[src/rtl/bitstream_flag_serializer.sv]
// Expands the entropy encoder's compressed per-cycle records (literal or run form)
// into a one-byte-per-cycle stream with valid/ready handshake and frame-end pulses.
module bitstream_flag_serializer #(
   parameter int BITSTREAM_WIDTH = 8,
   parameter int RUN_WIDTH       = 8,
   parameter int FIFO_DEPTH      = 8
) (
   input  logic                            top_clk,
   input  logic                            top_reset,
   input  logic [BITSTREAM_WIDTH-1:0]      in_b1,
   input  logic [BITSTREAM_WIDTH-1:0]      in_b2,
   input  logic [BITSTREAM_WIDTH-1:0]      in_b3,
   input  logic [BITSTREAM_WIDTH-1:0]      in_b4,
   input  logic [BITSTREAM_WIDTH-1:0]      in_b5,
   input  logic [2:0]                      in_flag,
   input  logic                            in_last,
   output logic [BITSTREAM_WIDTH-1:0]      out_byte,
   output logic                            out_valid,
   input  logic                            out_ready,
   output logic                            out_frame_done,
   output logic [$clog2(FIFO_DEPTH):0]     fifo_count,
   output logic                            err_overflow,
   output logic                            err_invalid
);

   localparam int AW = $clog2(FIFO_DEPTH);
   localparam int CW = AW + 1;

   typedef struct packed {
      logic                       last;
      logic [2:0]                 flag;
      logic [BITSTREAM_WIDTH-1:0] b5;
      logic [BITSTREAM_WIDTH-1:0] b4;
      logic [BITSTREAM_WIDTH-1:0] b3;
      logic [BITSTREAM_WIDTH-1:0] b2;
      logic [BITSTREAM_WIDTH-1:0] b1;
   } rec_t;

   typedef enum logic [2:0] {
      S_IDLE, S_B1, S_RUN, S_LIT2, S_LIT3, S_B4, S_B5, S_DONE
   } state_t;

   rec_t                       fifo_mem_q [FIFO_DEPTH];
   logic [AW-1:0]              wr_ptr_q, wr_ptr_d;
   logic [AW-1:0]              rd_ptr_q, rd_ptr_d;
   logic [CW-1:0]              count_q, count_d;
   logic                       err_ovf_q, err_ovf_d;
   logic                       err_inv_q, err_inv_d;

   state_t                     state_q, state_d;
   rec_t                       rec_q, rec_d;
   logic [RUN_WIDTH-1:0]       run_cnt_q, run_cnt_d;
   logic                       out_valid_q, out_valid_d;
   logic [BITSTREAM_WIDTH-1:0] out_byte_q, out_byte_d;
   logic                       frame_done_q, frame_done_d;

   logic                       push_req_s, push_ok_s, pop_s;
   logic                       fifo_empty_s, fifo_full_s, slot_free_s;
   logic                       emit_s, end_rec_s, start_s;
   logic [BITSTREAM_WIDTH-1:0] emit_byte_s;
   rec_t                       in_rec_s, head_s;

   // Invalid flag 4 is stored as a zero-byte marker so only in_last survives it.
   assign in_rec_s     = '{last: in_last,
                           flag: (in_flag == 3'd4) ? 3'd0 : in_flag,
                           b5: in_b5, b4: in_b4, b3: in_b3, b2: in_b2, b1: in_b1};
   assign head_s       = fifo_mem_q[rd_ptr_q];
   assign fifo_empty_s = (count_q == {CW{1'b0}});
   assign fifo_full_s  = (count_q == CW'(FIFO_DEPTH));
   assign slot_free_s  = ~out_valid_q | out_ready;

   // FIFO bookkeeping and sticky error flags.
   always_comb begin
      push_req_s = in_last | ((in_flag != 3'd0) & (in_flag != 3'd4));
      push_ok_s  = push_req_s & (~fifo_full_s | pop_s);
      wr_ptr_d   = push_ok_s ? wr_ptr_q + AW'(1'b1) : wr_ptr_q;
      rd_ptr_d   = pop_s ? rd_ptr_q + AW'(1'b1) : rd_ptr_q;
      case ({push_ok_s, pop_s})
         2'b10:   count_d = count_q + CW'(1'b1);
         2'b01:   count_d = count_q - CW'(1'b1);
         default: count_d = count_q;
      endcase
      err_ovf_d = err_ovf_q | (push_req_s & ~push_ok_s);
      err_inv_d = err_inv_q | (in_flag == 3'd4);
   end

   // Record storage; contents need no reset because count gates every read.
   always_ff @(posedge top_clk) begin
      if (push_ok_s) begin
         fifo_mem_q[wr_ptr_q] <= in_rec_s;
      end
   end

   // Byte-generation FSM: each state produces one byte into the output register.
   always_comb begin
      state_d      = state_q;
      rec_d        = rec_q;
      run_cnt_d    = run_cnt_q;
      out_valid_d  = out_valid_q & ~out_ready;
      out_byte_d   = out_byte_q;
      frame_done_d = 1'b0;
      pop_s        = 1'b0;
      emit_s       = 1'b0;
      emit_byte_s  = {BITSTREAM_WIDTH{1'b0}};
      end_rec_s    = 1'b0;
      start_s      = 1'b0;
      case (state_q)
         S_IDLE: begin
            if (!fifo_empty_s && slot_free_s) start_s = 1'b1;
            else                              state_d = S_IDLE;
         end
         S_B1: begin
            if (slot_free_s) begin
               emit_s      = 1'b1;
               emit_byte_s = rec_q.b1;
               if (rec_q.flag == 3'd1)                  end_rec_s = 1'b1;
               else if (rec_q.flag <= 3'd3)             state_d   = S_LIT2;
               else if (run_cnt_q != {RUN_WIDTH{1'b0}}) state_d   = S_RUN;
               else if (rec_q.flag >= 3'd6)             state_d   = S_B4;
               else                                     end_rec_s = 1'b1;
            end else begin
               state_d = S_B1;
            end
         end
         S_LIT2: begin
            if (slot_free_s) begin
               emit_s      = 1'b1;
               emit_byte_s = rec_q.b2;
               if (rec_q.flag == 3'd3) state_d   = S_LIT3;
               else                    end_rec_s = 1'b1;
            end else begin
               state_d = S_LIT2;
            end
         end
         S_LIT3: begin
            if (slot_free_s) begin
               emit_s      = 1'b1;
               emit_byte_s = rec_q.b3;
               end_rec_s   = 1'b1;
            end else begin
               state_d = S_LIT3;
            end
         end
         S_RUN: begin
            if (slot_free_s) begin
               emit_s      = 1'b1;
               emit_byte_s = rec_q.b2;
               run_cnt_d   = run_cnt_q - RUN_WIDTH'(1'b1);
               if (run_cnt_q == RUN_WIDTH'(1'b1)) begin
                  if (rec_q.flag >= 3'd6) state_d   = S_B4;
                  else                    end_rec_s = 1'b1;
               end else begin
                  state_d = S_RUN;
               end
            end else begin
               state_d = S_RUN;
            end
         end
         S_B4: begin
            if (slot_free_s) begin
               emit_s      = 1'b1;
               emit_byte_s = rec_q.b4;
               if (rec_q.flag == 3'd7) state_d   = S_B5;
               else                    end_rec_s = 1'b1;
            end else begin
               state_d = S_B4;
            end
         end
         S_B5: begin
            if (slot_free_s) begin
               emit_s      = 1'b1;
               emit_byte_s = rec_q.b5;
               end_rec_s   = 1'b1;
            end else begin
               state_d = S_B5;
            end
         end
         S_DONE: begin
            // Waiting for the slot guarantees the pulse follows the last byte's acceptance.
            if (slot_free_s) begin
               frame_done_d = 1'b1;
               state_d      = S_IDLE;
            end else begin
               state_d = S_DONE;
            end
         end
         default: state_d = S_IDLE;
      endcase

      if (emit_s) begin
         out_valid_d = 1'b1;
         out_byte_d  = emit_byte_s;
      end else begin
         out_byte_d = out_byte_q;
      end

      // Chain straight into the next record only while the sink is draining.
      if (end_rec_s) begin
         if (rec_q.last)                      state_d = S_DONE;
         else if (!fifo_empty_s && out_ready) start_s = 1'b1;
         else                                 state_d = S_IDLE;
      end else begin
         start_s = start_s;
      end

      if (start_s) begin
         pop_s     = 1'b1;
         rec_d     = head_s;
         run_cnt_d = head_s.b3[RUN_WIDTH-1:0];
         state_d   = (head_s.flag == 3'd0) ? S_DONE : S_B1;
      end else begin
         pop_s = 1'b0;
      end
   end

   // State, pointers, output register and error flags.
   always_ff @(posedge top_clk) begin
      if (top_reset) begin
         wr_ptr_q     <= {AW{1'b0}};
         rd_ptr_q     <= {AW{1'b0}};
         count_q      <= {CW{1'b0}};
         err_ovf_q    <= 1'b0;
         err_inv_q    <= 1'b0;
         state_q      <= S_IDLE;
         rec_q        <= '{default: '0};
         run_cnt_q    <= {RUN_WIDTH{1'b0}};
         out_valid_q  <= 1'b0;
         out_byte_q   <= {BITSTREAM_WIDTH{1'b0}};
         frame_done_q <= 1'b0;
      end else begin
         wr_ptr_q     <= wr_ptr_d;
         rd_ptr_q     <= rd_ptr_d;
         count_q      <= count_d;
         err_ovf_q    <= err_ovf_d;
         err_inv_q    <= err_inv_d;
         state_q      <= state_d;
         rec_q        <= rec_d;
         run_cnt_q    <= run_cnt_d;
         out_valid_q  <= out_valid_d;
         out_byte_q   <= out_byte_d;
         frame_done_q <= frame_done_d;
      end
   end

   assign out_byte       = out_byte_q;
   assign out_valid      = out_valid_q;
   assign out_frame_done = frame_done_q;
   assign fifo_count     = count_q;
   assign err_overflow   = err_ovf_q;
   assign err_invalid    = err_inv_q;

endmodule

[config.mk]
export PLATFORM = sky130hd
export DESIGN_NAME = bitstream_flag_serializer
export DESIGN_NICKNAME = d
export VERILOG_FILES = /design/src/rtl/bitstream_flag_serializer.sv
export SDC_FILE = /design/constraint.sdc
export NUM_CORES = 1
export LEC_CHECK = 0
export ABC_AREA = 0
export CAP_MARGIN = 5
export CORE_MARGIN = 10
export CORE_UTILIZATION = 45
export DETAILED_ROUTE_END_ITERATION = 7
export SYNTH_ARGS = -nofsm -noshare
export SYNTH_HDL_FRONTEND = slang
export SYNTH_SLANG_ARGS = --single-unit
export TNS_END_PERCENT = 100
[constraint.sdc]
create_clock -name top_clk -period 11.5 [get_ports top_clk]
set_input_delay 1.15 -clock top_clk [delete_from_list [all_inputs] [get_ports top_clk]]
set_output_delay 1.15 -clock top_clk [all_outputs]
set_load 0.02 [all_outputs]
==> Yosys cells after proc, flatten, opt, wreduce, memory -nomap -nowiden <==
Memories as Yosys holds them, arrays and structs flattened. A register that Yosys moved wholly into a read port is not among the register bits.
Index checks and enable logic that the tools add are counted.
{ "word_totals": {"register_bits": 77, "ramBits": 352, "in_bits": 47, "output_inout_bits": 16, "wordCells": 128, "mem_count": 1} }
{ "mem_list": {"columns": ["memory", "depth", "word_bits", "rd", "rd_clocked_by_memory_dff", "write_ports", "line", "text"], "rows": [
  ["fifo_mem_q", 8, 44, 1, 1, 1, "43", "rec_t fifo_mem_q [FIFO_DEPTH];"]
]} }
{ "classes": {"n_addsub": 5, "n_lt_le_gt_ge": 2, "eq_ne": 16, "n_mux": 57, "n_bitwise": 14, "reduce_logical": 16} }
{ "ops": {"columns": ["op", "n"], "rows": [
  ["3-bit 2-to-1 mux", 23],
  ["8-bit 2-to-1 mux", 8],
  ["8-bit case mux with 5 select lines", 1],
  ["3-bit case mux with 8 select lines", 1],
  ["1-bit 2-to-1 mux", 22],
  ["3-bit == test (second input constant)", 6],
  ["3-bit by 2-bit == test with 1-bit output (second input constant)", 3],
  ["8-bit by 1-bit == test with 1-bit output (second input constant)", 1],
  ["4-bit case mux with 2 select lines", 1],
  ["8-bit nonzero test", 1],
  ["8-bit by 1-bit subtractor with 8-bit output (second input constant)", 1],
  ["3-bit by 1-bit adder with 3-bit output (second input constant)", 2],
  ["3-bit by 1-bit == test with 1-bit output (second input constant)", 2],
  ["3-bit zero test", 2],
  ["2-bit nonzero test", 3],
  ["2-bit OR reduction", 3],
  ["6-bit OR reduction", 1],
  ["1-bit inverter", 5],
  ["1-bit OR", 5],
  ["1-bit case mux with 5 select lines", 1],
  ["4-bit by 1-bit adder with 4-bit output (second input constant)", 1],
  ["1-bit bitwise AND", 4],
  ["4-bit == test (second input constant)", 1],
  ["4-bit zero test", 1],
  ["10 further kinds", 11]
]} }

==> Depth between registers and ports, before layout <==
Gate-level depths: netlist of run 1.
{ "logic_depth": {"word_depth": 14, "ltp_mapped": 14, "depth_no_buf": 14} }

==> Worst setup path after synthesis of run 1 <==
No wires, ideal clock.
{ "synth_path": {"path_kind": "input port to flip-flop", "from": "input out_ready", "to": "memory fifo_mem_q[2][0] in the netlist's numbering (enable)", "setup_time_ns": 0.509, "t_arrival_ns": 5.432, "required_ns": 10.991, "path_slack_ns": 5.559, "cell_stages": 7, "n_path_buf": 1, "path_cell_list": "nand2b_1 -> clkbuf_1 -> nand3_1 -> a21boi_4 -> a31oi_2 -> nand2b_1 -> nor3b_1"} }
{ "synth_between": {"elab_chain_cells": 12, "elab_cells_between_ends": 19, "classes_between": "mux: 14; bitwise: 3; reduce/logical: 2"} }
{ "synth_lines": {"columns": ["item", "line", "text"], "rows": [
  ["start: declaration", "19", "input logic out_ready,"],
  ["1-bit OR", "70", "assign slot_free_s = ~out_valid_q | out_ready;"],
  ["1-bit logical AND", "109", "if (!fifo_empty_s && slot_free_s) start_s = 1'b1;"],
  ["1-bit 2-to-1 mux", "109", null],
  ["1-bit 2-to-1 mux", "107", "case (state_q)"],
  ["1-bit 2-to-1 mux", "200", "else if (!fifo_empty_s && out_ready) start_s = 1'b1;"],
  ["1-bit 2-to-1 mux", "199", "if (rec_q.last) state_d = S_DONE;"],
  ["1-bit 2-to-1 mux (*)", "198", "if (end_rec_s) begin"],
  ["1-bit 2-to-1 mux (*)", "206", "if (start_s) begin"],
  ["1-bit OR (*)", "75", "push_ok_s = push_req_s & (~fifo_full_s | pop_s);"],
  ["1-bit bitwise AND (*)", "75", null],
  ["1-bit 2-to-1 mux (*)", "89", "if (push_ok_s) begin"],
  ["1-bit 2-to-1 mux (not written as such) (*)", "90", "fifo_mem_q[wr_ptr_q] <= in_rec_s;"],
  ["end: declaration", "43", null]
]} }
Mark *: on every way between the ends. The rest lies on a longest branch, timed or not.

==> Worst setup path after layout of run 1 <==
{ "layout_path": {"from": "register state_q[0]", "to": "register count_q[3] (netlist: fifo_count[3])"} }
{ "layout_between": {"elab_chain_cells": 10, "elab_cells_between_ends": 20, "classes_between": "eq/ne: 8; mux: 7; bitwise: 2; reduce/logical: 3"} }
{ "layout_lines": {"columns": ["item", "line", "text"], "rows": [
  ["start: declaration", "50", "state_t state_q, state_d;"],
  ["start signal: assignment", "236", "state_q <= state_d;"],
  ["parallel branches: the longest is 4 deep, another holds 1-bit case mux with 5 select lines", null, null],
  ["1-bit 2-to-1 mux (*)", "198", null],
  ["1-bit 2-to-1 mux (*)", "206", null],
  ["1-bit OR", "75", null],
  ["1-bit bitwise AND", "75", null],
  ["2-bit by 1-bit == test with 1-bit output / 2-bit == test (equally long branches)", "78", "case ({push_ok_s, pop_s})"],
  ["4-bit case mux with 2 select lines / 2-bit nonzero test (equally long branches)", null, null],
  ["end signal: assignment", "221", "count_q <= {CW{1'b0}};"],
  ["end signal: assignment", "233", "count_q <= count_d;"],
  ["end: declaration", "46", "logic [CW-1:0] count_q, count_d;"]
]} }
Every way passes the cells marked *.
A chain may end at the register's enable or synchronous reset.

==> flow_summary.toml, run 1 <==
[run_status]
outcome = "finished, final reports clean"

[timing]
finClkSkew_ns = 0.0185
hold-worst-slack_ns = 0.462
max_freq_mhz = 230
layout_setup_ws_ns = 7.15
tightest_slew_ns = 1.13
grt_setup_unrepaired = "false"
fin_setup_tns_ns = 0
slew-limit-headroom = 0.245
period_share = 0.378
finalHoldViolations = 0
finalMaxSlewViolations = 0
finalSetupViolCount = 0
finalCriticalPeriod_ns = 4.35

[grt]
grt_overflow = 0
grt_pass1_vias = 8789
antenna_found_initial = 0
track_usage = 0.155
grt_first_pass_wirelength_um = 53100
grt_max_degree = 104

[placement]
port_buffers = 62
dp_cells = 1477
gp_congestion = 0.817
dp_slack_ns = 6.76
hpwl_um = 19600

[die]
fp.dieH_um = 214
boundaryPins = 63
core_um2 = 36900
row_count = 70
initial_utilization = 0.459
dieArea_um2 = 45700
die_width_um = 214

[synthesis]
synth_edf_count = 352
async_flop_share = 0
netlist.top_cell.by_area = "edfxtp_1"
synthXorXnorAreaFrac = 0.00622
yosysTopAreaCellShare = 0.625
avgSynthCellArea_um2 = 17.7
synth_simple_gate_area_frac = 0.0454
yosysUniqueCellTypes = 57
yosys-top-cells-area = "edfxtp_1 (63%), mux4_2 (12%), dfxtp_1 (9.5%), mux2i_1 (3.1%), a211oi_1 (2.0%)"
ys.flop_type = "edfxtp_1"
synthMuxAreaShare = 0.152
synth_seq_cells = 432
synthesis.nets = 1009
synth_adder_area_share = 0.00636
synthCells = 954
yosys_warnings = 0
syn_area_um2 = 16900
ys_seq_area_frac = 0.720
synth_compound_area_frac = 0.0528
synth_most_common_cell = "edfxtp_1"
synthTopCellsByCount = "edfxtp_1 (352), mux4_2 (88), nor2_1 (87)"
synth_top_family_by_area = "multiplexers"

[route]
wire_per_inst_um = 22.3
ant_nets = 0
drt-total-wl_um = 34900
drtPass1Iterations = 5
drc = 0
drt-initial-drc-count = 590
num_vias = 8571
avgViaCountPerCell = 5.49

[power]
internal_power_mw = 3.18
p_leak_nw = 6.15
p_comb_frac = 0.224
clockPowerShare = 0.315
ir_drop_mv = 0.130
netSwitchingPower_mw = 1.27
seqPwrFrac = 0.461
pwr_density_cell_nw_per_um2 = 228
switching_share = 0.286

[cts]
cts_buffers = 46
postCtsSetupRepairBufs = 0
cts_root_buf = "clkbuf_16"
cts_buffer_depth = 3
cts_sinks = 432
ctsResizeCount = 0
worst_setup_hold_path_clk_slew_ns = 0.06
ctsHoldBuffers = 0
clock_latency_ns = 0.56
cts.htree.levels = 2
cts_tree = "yes"

[worst_setup_path]
crit_family = "simple AND/OR/NAND/NOR gates"
crit_arrival_ns = 4.79
cp.required_ns = 11.94
cpMaxStageDelayCell = "dfxtp_1"
slowest_delay_ns = 1.07
endpoint_kind = "flop"
worstSetupPathType = "reg2reg"
cp.buffers_inverters = 2
path_cells = "inv_2 > or3_1 > o211ai_2 > nand3_2 > nand2_4 > nand2_2 > inv_2 > ha_1 > a21o_1 > a21oi_1 > or3_1 > o2bb2a_4 > mux2_4"
cp_max_fo = 103
start_kind = "flop"

[final_layout]
antenna_cells = 0
fin_cells = 1561
utilization = 0.529
syn2layout_area_growth_pct = 15.4
nNetsFinal = 1076
drive_gt1_frac = 0.184
fillers = 2943

[flow_run]
cap_violations = 0

[hold_path]
hold_class = "reg2reg"
-- power by group through the flow --
stage / clock, mW / sequential, mW / combinational, mW
CTS: 1.44 / 2.06 / 1.02
global placement: 0 / 2.09 / 1.00
finish: 1.40 / 2.06 / 0.998
global route: 1.51 / 2.08 / 1.11
detailed placement: 0 / 2.09 / 1.01
floorplan: 0 / 2.02 / 0.803
-- logic make-up after synthesis --
family	count (synthesis)
flops	432
simple gates	163
mux	145
compound gates	125
buf+inv	69
xor+xnor	12
fa+ha+maj	8
-- state kept, by name, summed over array words and instances (netlist names), named ones only --
name            flops
err_invalid         1
rec_q              44
err_overflow        1
run_cnt_q           8
state_q             3
rd_ptr_q            3
out_frame_done      1
fifo_mem_q        352
out_valid           1
wr_ptr_q            3
fifo_count          4
out_byte            8
-- worst register-to-register path: stages, from the launching register on --
cell and delay, ns:
dfxtp_1 1.07, inv_2 0.17, or3_1 0.42, o211ai_2 0.11
nand3_2 0.17, nand2_4 0.83, nand2_2 0.16, inv_2 0.13
ha_1 0.23, a21o_1 0.17, a21oi_1 0.21, or3_1 0.15
o2bb2a_4 0.13, mux2_4 0.29
-- path summary, 6_finish.rpt --
check	startpoint	endpoint	slack, ns	cells after the start
setup / recovery	state_q[0]	fifo_count[3]	7.15	13
hold / removal	err_overflow	err_overflow	0.46	2
setup reg to reg	state_q[0]	fifo_count[3]	7.15	13
hold reg to reg	err_overflow	err_overflow	0.46	2
-- final cells by class --
| class | count | area, um2 | area share |
|---|---|---|---|
| clock buffer | 70 | 1320 | 0.0675 |
| multi-input combinational | 453 | 4490 | 0.230 |
| tap | 504 | 631 | 0.0323 |
| timing repair buffer | 79 | 743 | 0.0381 |
| clock inverter | 14 | 123 | 0.00628 |
| sequential | 432 | 12200 | 0.624 |
| inverter | 9 | 33.8 | 0.00173 |
-- routing by layer --
metal	global-route usage	vias up	wire [um]	part of all wire
li1	-	3933	-	-
met1	0.218	4440	16000	0.46
met2	0.242	154	16700	0.48
met3	0.0283	44	1560	0.045
met4	0.0469	0	596	0.017
met5	0	-	0	0
-- cells in the final DEF (no fill, tap or decap), drive strengths merged, types with 23 or more instances in the layout --
cell,netlist,layout
clkdlybuf4s50,0,61
mux4,88,88
edfxtp,352,352
nor2,87,87
dfxtp,80,80
a21oi,34,34
a211oi,45,45
nand2,23,23
clkbuf,35,70
mux2i,52,52
-- metrics by stage --
stage | power [mW] | cell area [um2]
2_1_floorplan | 2.82 | 16900
3_3_place_gp | 3.09 | 18100
3_5_place_dp | 3.10 | 18100
4_1_cts | 4.52 | 19500
5_1_grt | 4.69 | 19500
6_report | 4.46 | 19500
(Power assumes the default switching activity.)
==> run 2: changes to the inputs <==
- clock period: 11.5 -> 3.9 ns (I/O delays scaled with it)
==> run 2 against run 1 <==
Cell count increased by 0.70%. Largest power group unchanged. Die area did not move. Sequential share of layout area decreased by 0.63 points. Utilization up 0.54 points. Critical path type unchanged. Clock skew shrank 0.0062 ns.
==> flow_summary.toml, run 2 (same netlist as run 1, synthesis figures left out) <==
[timing]
max_freq_mhz = 313
finalSetupViolCount = 0
layout_setup_ws_ns = 0.704
slew-limit-headroom = 0.236
tightest_slew_ns = 1.15
finalHoldViolations = 0
grt_setup_unrepaired = "false"
finalCriticalPeriod_ns = 3.20
period_share = 0.820
finalMaxSlewViolations = 0
finClkSkew_ns = 0.0122

[cts]
cts_root_buf = "clkbuf_16"
ctsHoldBuffers = 0
clock_latency_ns = 0.55
cts_buffers = 45
postCtsSetupRepairBufs = 0
worst_setup_hold_path_clk_slew_ns = 0.06
cts_buffer_depth = 3
cts.htree.levels = 2
ctsResizeCount = 0
cts_tree = "yes"
cts_sinks = 432

[worst_setup_path]
cp.buffers_inverters = 2
endpoint_kind = "flop"
slowest_delay_ns = 0.68
cpMaxStageDelayCell = "dfxtp_1"
cp_max_fo = 17
crit_arrival_ns = 3.44
crit_family = "simple AND/OR/NAND/NOR gates"
path_cells = "inv_2 > or3_1 > o211ai_2 > nand3_2 > a31oi_2 > nand2_1 > nor2_4 > buf_12"
start_kind = "flop"
worstSetupPathType = "reg2reg"
cp.required_ns = 4.15

[final_layout]
largest_reg_flops = 352
fin_area_um2 = 19700
final_common_cell = "edfxtp_1"
fin_cells = 1572
most-common-layout-cells = "edfxtp_1 (352), mux4_2 (88), nor2_1 (85), dfxtp_1 (77), clkdlybuf4s50_1 (61)"
syn2layout_area_growth_pct = 16.6
antenna_cells = 0
nNetsFinal = 1087
utilization = 0.535
regMostFlops = "fifo_mem_q"
fillers = 2933
reg_top3 = "fifo_mem_q: 352 flops, rec_q: 44 flops"
drive_gt1_frac = 0.196

[route]
wire_per_inst_um = 22.4
drt-total-wl_um = 35200
num_vias = 8613
drt-initial-drc-count = 571
ant_nets = 0
avgViaCountPerCell = 5.48
drc = 0
drtPass1Iterations = 5

[grt]
grt_pass1_vias = 8691
grt_max_degree = 103
grt_overflow = 0
track_usage = 0.156
grt_first_pass_wirelength_um = 53800
antenna_found_initial = 1

[die]
boundaryPins = 63
die_width_um = 214
row_count = 70
core_um2 = 36900
initial_utilization = 0.459
fp.dieH_um = 214
dieArea_um2 = 45700

[placement]
port_buffers = 62
dp_cells = 1489
hpwl_um = 20900
gp_congestion = 0.819
place_area_um2 = 18200
dp_slack_ns = 0.618

[power]
pwr_density_cell_nw_per_um2 = 677
p_leak_nw = 6.25
ir_drop_mv = 0.371

[run_status]
outcome = "finished, final reports clean"

[hold_path]
hold_class = "in2reg"

[flow_run]
cap_violations = 0
## run 2: changes by cell type in the layout (fill, tap and decap cells not counted), moves of 4 or more
| cell | delta |
|---|---|
| clkinv_1 | +8 |
| clkbuf_8 | -4 |
| buf_4 | +7 |
| clkbuf_1 | -11 |
| buf_12 | +5 |
## run 2: worst reg2reg max path, cell delays in order, from the launching register on
cell and delay, ns:
dfxtp_1 0.68, inv_2 0.14, or3_1 0.39, o211ai_2 0.11, nand3_2 0.18, a31oi_2 0.30, nand2_1 0.24, nor2_4 0.57
buf_12 0.27
## run 2: final timing paths
check	from	end	slack (ns)	cells past startpoint
hold / removal	top_reset	flop	0.38	2
setup / recovery	state_q[0]	fifo_mem_q[7][11]	0.70	8
setup reg to reg	state_q[0]	fifo_mem_q[7][11]	0.70	8
hold reg to reg	err_overflow	err_overflow	0.45	2
## run 2: cell type report
cell class / count / area [um2] / area share
Clock buffer: 54 / 1210 / 0.0615
Timing Repair Buffer: 91 / 896 / 0.0454
Multi-Input combinational cell: 453 / 4490 / 0.228
Tap cell: 504 / 631 / 0.0320
Inverter: 9 / 33.8 / 0.00171
Clock inverter: 29 / 274 / 0.0139
Sequential cell: 432 / 12200 / 0.618
## run 2: where the power goes
group | switching [mW] | internal [mW] | leakage [nW]
Sequential | 0.338 | 5.63 | 3.88
Combinational | 1.75 | 1.34 | 1.64
Clock | 1.73 | 2.55 | 0.720
Total | 3.82 | 9.52 | 6.25
## run 2: per-stage QoR
stage,hold WS (ns),total power [mW],setup TNS [ns]
after floorplan,0.440,8.32,-376.73
after global placement,0.441,9.17,0
after detailed placement,0.439,9.21,0
after CTS,0.361,13.5,0
after global routing,0.401,14.0,0
final,0.377,13.3,0
## run 2: routing by layer
layer  global-route usage  vias up  share of wire
li1                     -     3963              -
met1                0.226     4404           0.47
met2                0.237      187           0.47
met3               0.0267       59          0.045
met4               0.0462        0          0.024
met5                    0        -              0
==> run 3: changes to the inputs <==
- clock period: 3.9 -> 2.6 ns (I/O delays scaled with it)
==> run 3 against run 2 <==
The flow now finishes with violations (negative setup slack). Sequential power rose by 49%. Register-to-register slack worse by 0.90 ns. Cell count is 7.6% higher. Clock skew grew 0.00079 ns. Utilization grew 5.5 points. Global-route usage grew 2.7 points. Design area up 10%. Wire length grew 20%. Critical endpoint is now fifo_mem_q[3][35]. Highest routed layer unchanged.
==> flow_summary.toml, run 3 (same netlist as run 1, synthesis figures left out) <==
[run_status]
outcome = "finished with violations"
violations = "negative setup slack"

[power]
switching_share = 0.293
p_comb_frac = 0.295
clockPowerShare = 0.292
total_power_mw = 21.5
p_leak_nw = 7.17
seqPwrFrac = 0.413
netSwitchingPower_mw = 6.32
internal_power_mw = 15.2
pwr_density_cell_nw_per_um2 = 990
ir_drop_mv = 0.516

[worst_setup_path]
endpoint_kind = "flop"
cp.required_ns = 2.86
slowest_delay_ns = 0.38
crit_start = "run_cnt_q[2]"
cpMaxStageDelayCell = "nor4_4"
cp_max_fo = 8
crit_arrival_ns = 3.06
worstSetupPathType = "reg2reg"
reg2reg_to = "fifo_mem_q[3][35]"
path_cells = "nor4_4 > nand4_1 > o211ai_2 > nand3_2 > buf_6 > a31oi_4 > nand2b_4 > buf_6 > nor2_4 > buf_12 > buf_12 > buf_16"
reg2reg_depth = 12
start_kind = "flop"
r2r_slack_ns = -0.20
regToRegStartpoint = "run_cnt_q[2]"

[die]
dieArea_um2 = 45700
row_count = 70
fp.dieH_um = 214
boundaryPins = 63
initial_utilization = 0.459
die_width_um = 214
core_um2 = 36900

[final_layout]
layout.area.seq_um2 = 12200
final_common_cell = "edfxtp_1"
multi_input_area_um2 = 4590
most-common-layout-cells = "edfxtp_1 (352), mux4_2 (88), nor2_1 (85), dfxtp_1 (75), clkdlybuf4s50_1 (61)"
drive_gt1_frac = 0.287
fillers = 2733
regMostFlops = "fifo_mem_q"
antenna_cells = 0
reg_top3 = "fifo_mem_q: 352 flops, rec_q: 44 flops"
syn2layout_area_growth_pct = 28.6
fin_area_um2 = 21700
nNetsFinal = 1206
fin_cells = 1692
largest_reg_flops = 352

[timing]
max_freq_mhz = 357
finalSetupViolCount = 346
layout_setup_ws_ns = -0.197
finalMaxSlewViolations = 0
finalHoldViolations = 0
finalCriticalPeriod_ns = 2.80
tightest_slew_ns = 1.08
slew-limit-headroom = 0.279
grt_setup_unrepaired = "true"
fin_setup_tns_ns = -37.09
period_share = 1.08
finClkSkew_ns = 0.0130

[cts]
cts_sinks = 432
clock_latency_ns = 0.55
cts_tree = "yes"
worst_setup_hold_path_clk_slew_ns = 0.06
cts_root_buf = "clkbuf_16"
cts_buffer_depth = 3
cts_buffers = 45
cts.htree.levels = 2

[grt]
grt_overflow = 0
antenna_found_initial = 0
grt_max_degree = 54
grt_first_pass_wirelength_um = 61700
track_usage = 0.182
grt_pass1_vias = 9663

[route]
routed.top_layer = "met4"
drc = 0
met3WireLength_um = 3030
avgViaCountPerCell = 5.60
wire_per_inst_um = 24.9
drt-total-wl_um = 42200
num_vias = 9479
drtPass1Iterations = 5
drt-initial-drc-count = 842
dr_wl_met2_um = 19600
ant_nets = 0
wirelength_met1_um = 18300

[placement]
dp_slack_ns = -0.266
hpwl_um = 21600
place_area_um2 = 18900
gp_congestion = 0.838
dp_cells = 1545
port_buffers = 62

[hold_path]
holdPathEnd = "err_invalid"
holdPathStages = 3
hold_class = "in2reg"
worstHoldStart = "in_flag[2]"

[flow_run]
cap_violations = 0
run 3: cell types whose count changed in the layout (fill, tap and decap cells not counted), sizes merged:
cell	before	now
clkbuf	54	64
clkinvlp	3	4
inv	11	10
bufinv	5	4
buf	30	137
clkinv	19	23
run 3: layout make-up:
| cell class | count | area share |
|---|---|---|
| flip-flops and latches | 432 | 0.560 |
| inverters | 9 | 0.00167 |
| well taps | 504 | 0.0290 |
| clock buffers | 52 | 0.0549 |
| clock inverters | 32 | 0.0120 |
| multi-input cells | 453 | 0.211 |
| repair buffers | 210 | 0.131 |
run 3: repair_timing:
| item | 4_1_cts | 5_1_grt |
|---|---|---|
| setup buffers | 34 | 9 |
| gates resized for setup | 61 | 51 |
| hold buffers | 0 | 0 |
| pin swaps | 9 | 13 |
| cloned | 28 | 15 |
| endpoints found under the setup margin | 337 | 403 |
run 3: worst max-delay path: cells and delay by family, from the launching register on:
| family | cells | cell delay, ns |
|---|---|---|
| buffers and inverters | 5 | 0.74 |
| AO/OA/AOI/OAI | 2 | 0.46 |
| flip-flops | 1 | 0.33 |
| AND/OR/NAND/NOR | 5 | 0.97 |
run 3: through the flow:
stage                     utilization  hold WS, ns
final                           0.590        0.350
after global routing            0.590        0.347
after CTS                       0.588        0.329
after detailed placement        0.513        0.444
after global placement          0.513        0.438
after floorplan                     -        0.359
run 3: power by group through the flow:
stage          clock network, mW  registers (mW)  logic, mW
2_1_floorplan                  0            8.89       3.60
3_3_place_gp                   0            9.00       5.32
3_5_place_dp                   0            9.02       5.37
4_1_cts                     6.41            8.89       6.01
5_1_grt                     6.69            8.99       6.85
6_report                    6.29            8.90       6.35
run 3: worst max path at each step:
stage	slack, ns	cells after the start	end
2_1_floorplan	-0.65	7	fifo_mem_q[1][0]
3_3_place_gp	-0.23	13	fifo_count[3]
3_5_place_dp	-0.27	13	fifo_count[3]
4_1_cts	-0.18	12	fifo_count[3]
5_1_grt	-0.34	13	fifo_count[3]
6_report	-0.20	12	fifo_mem_q[3][35]
run 3: per-layer routing:
metal,GRT usage,vias to the layer above
li1,-,4226
met1,0.252,4842
met2,0.288,337
met3,0.0329,74
met4,0.0570,0
met5,0,-
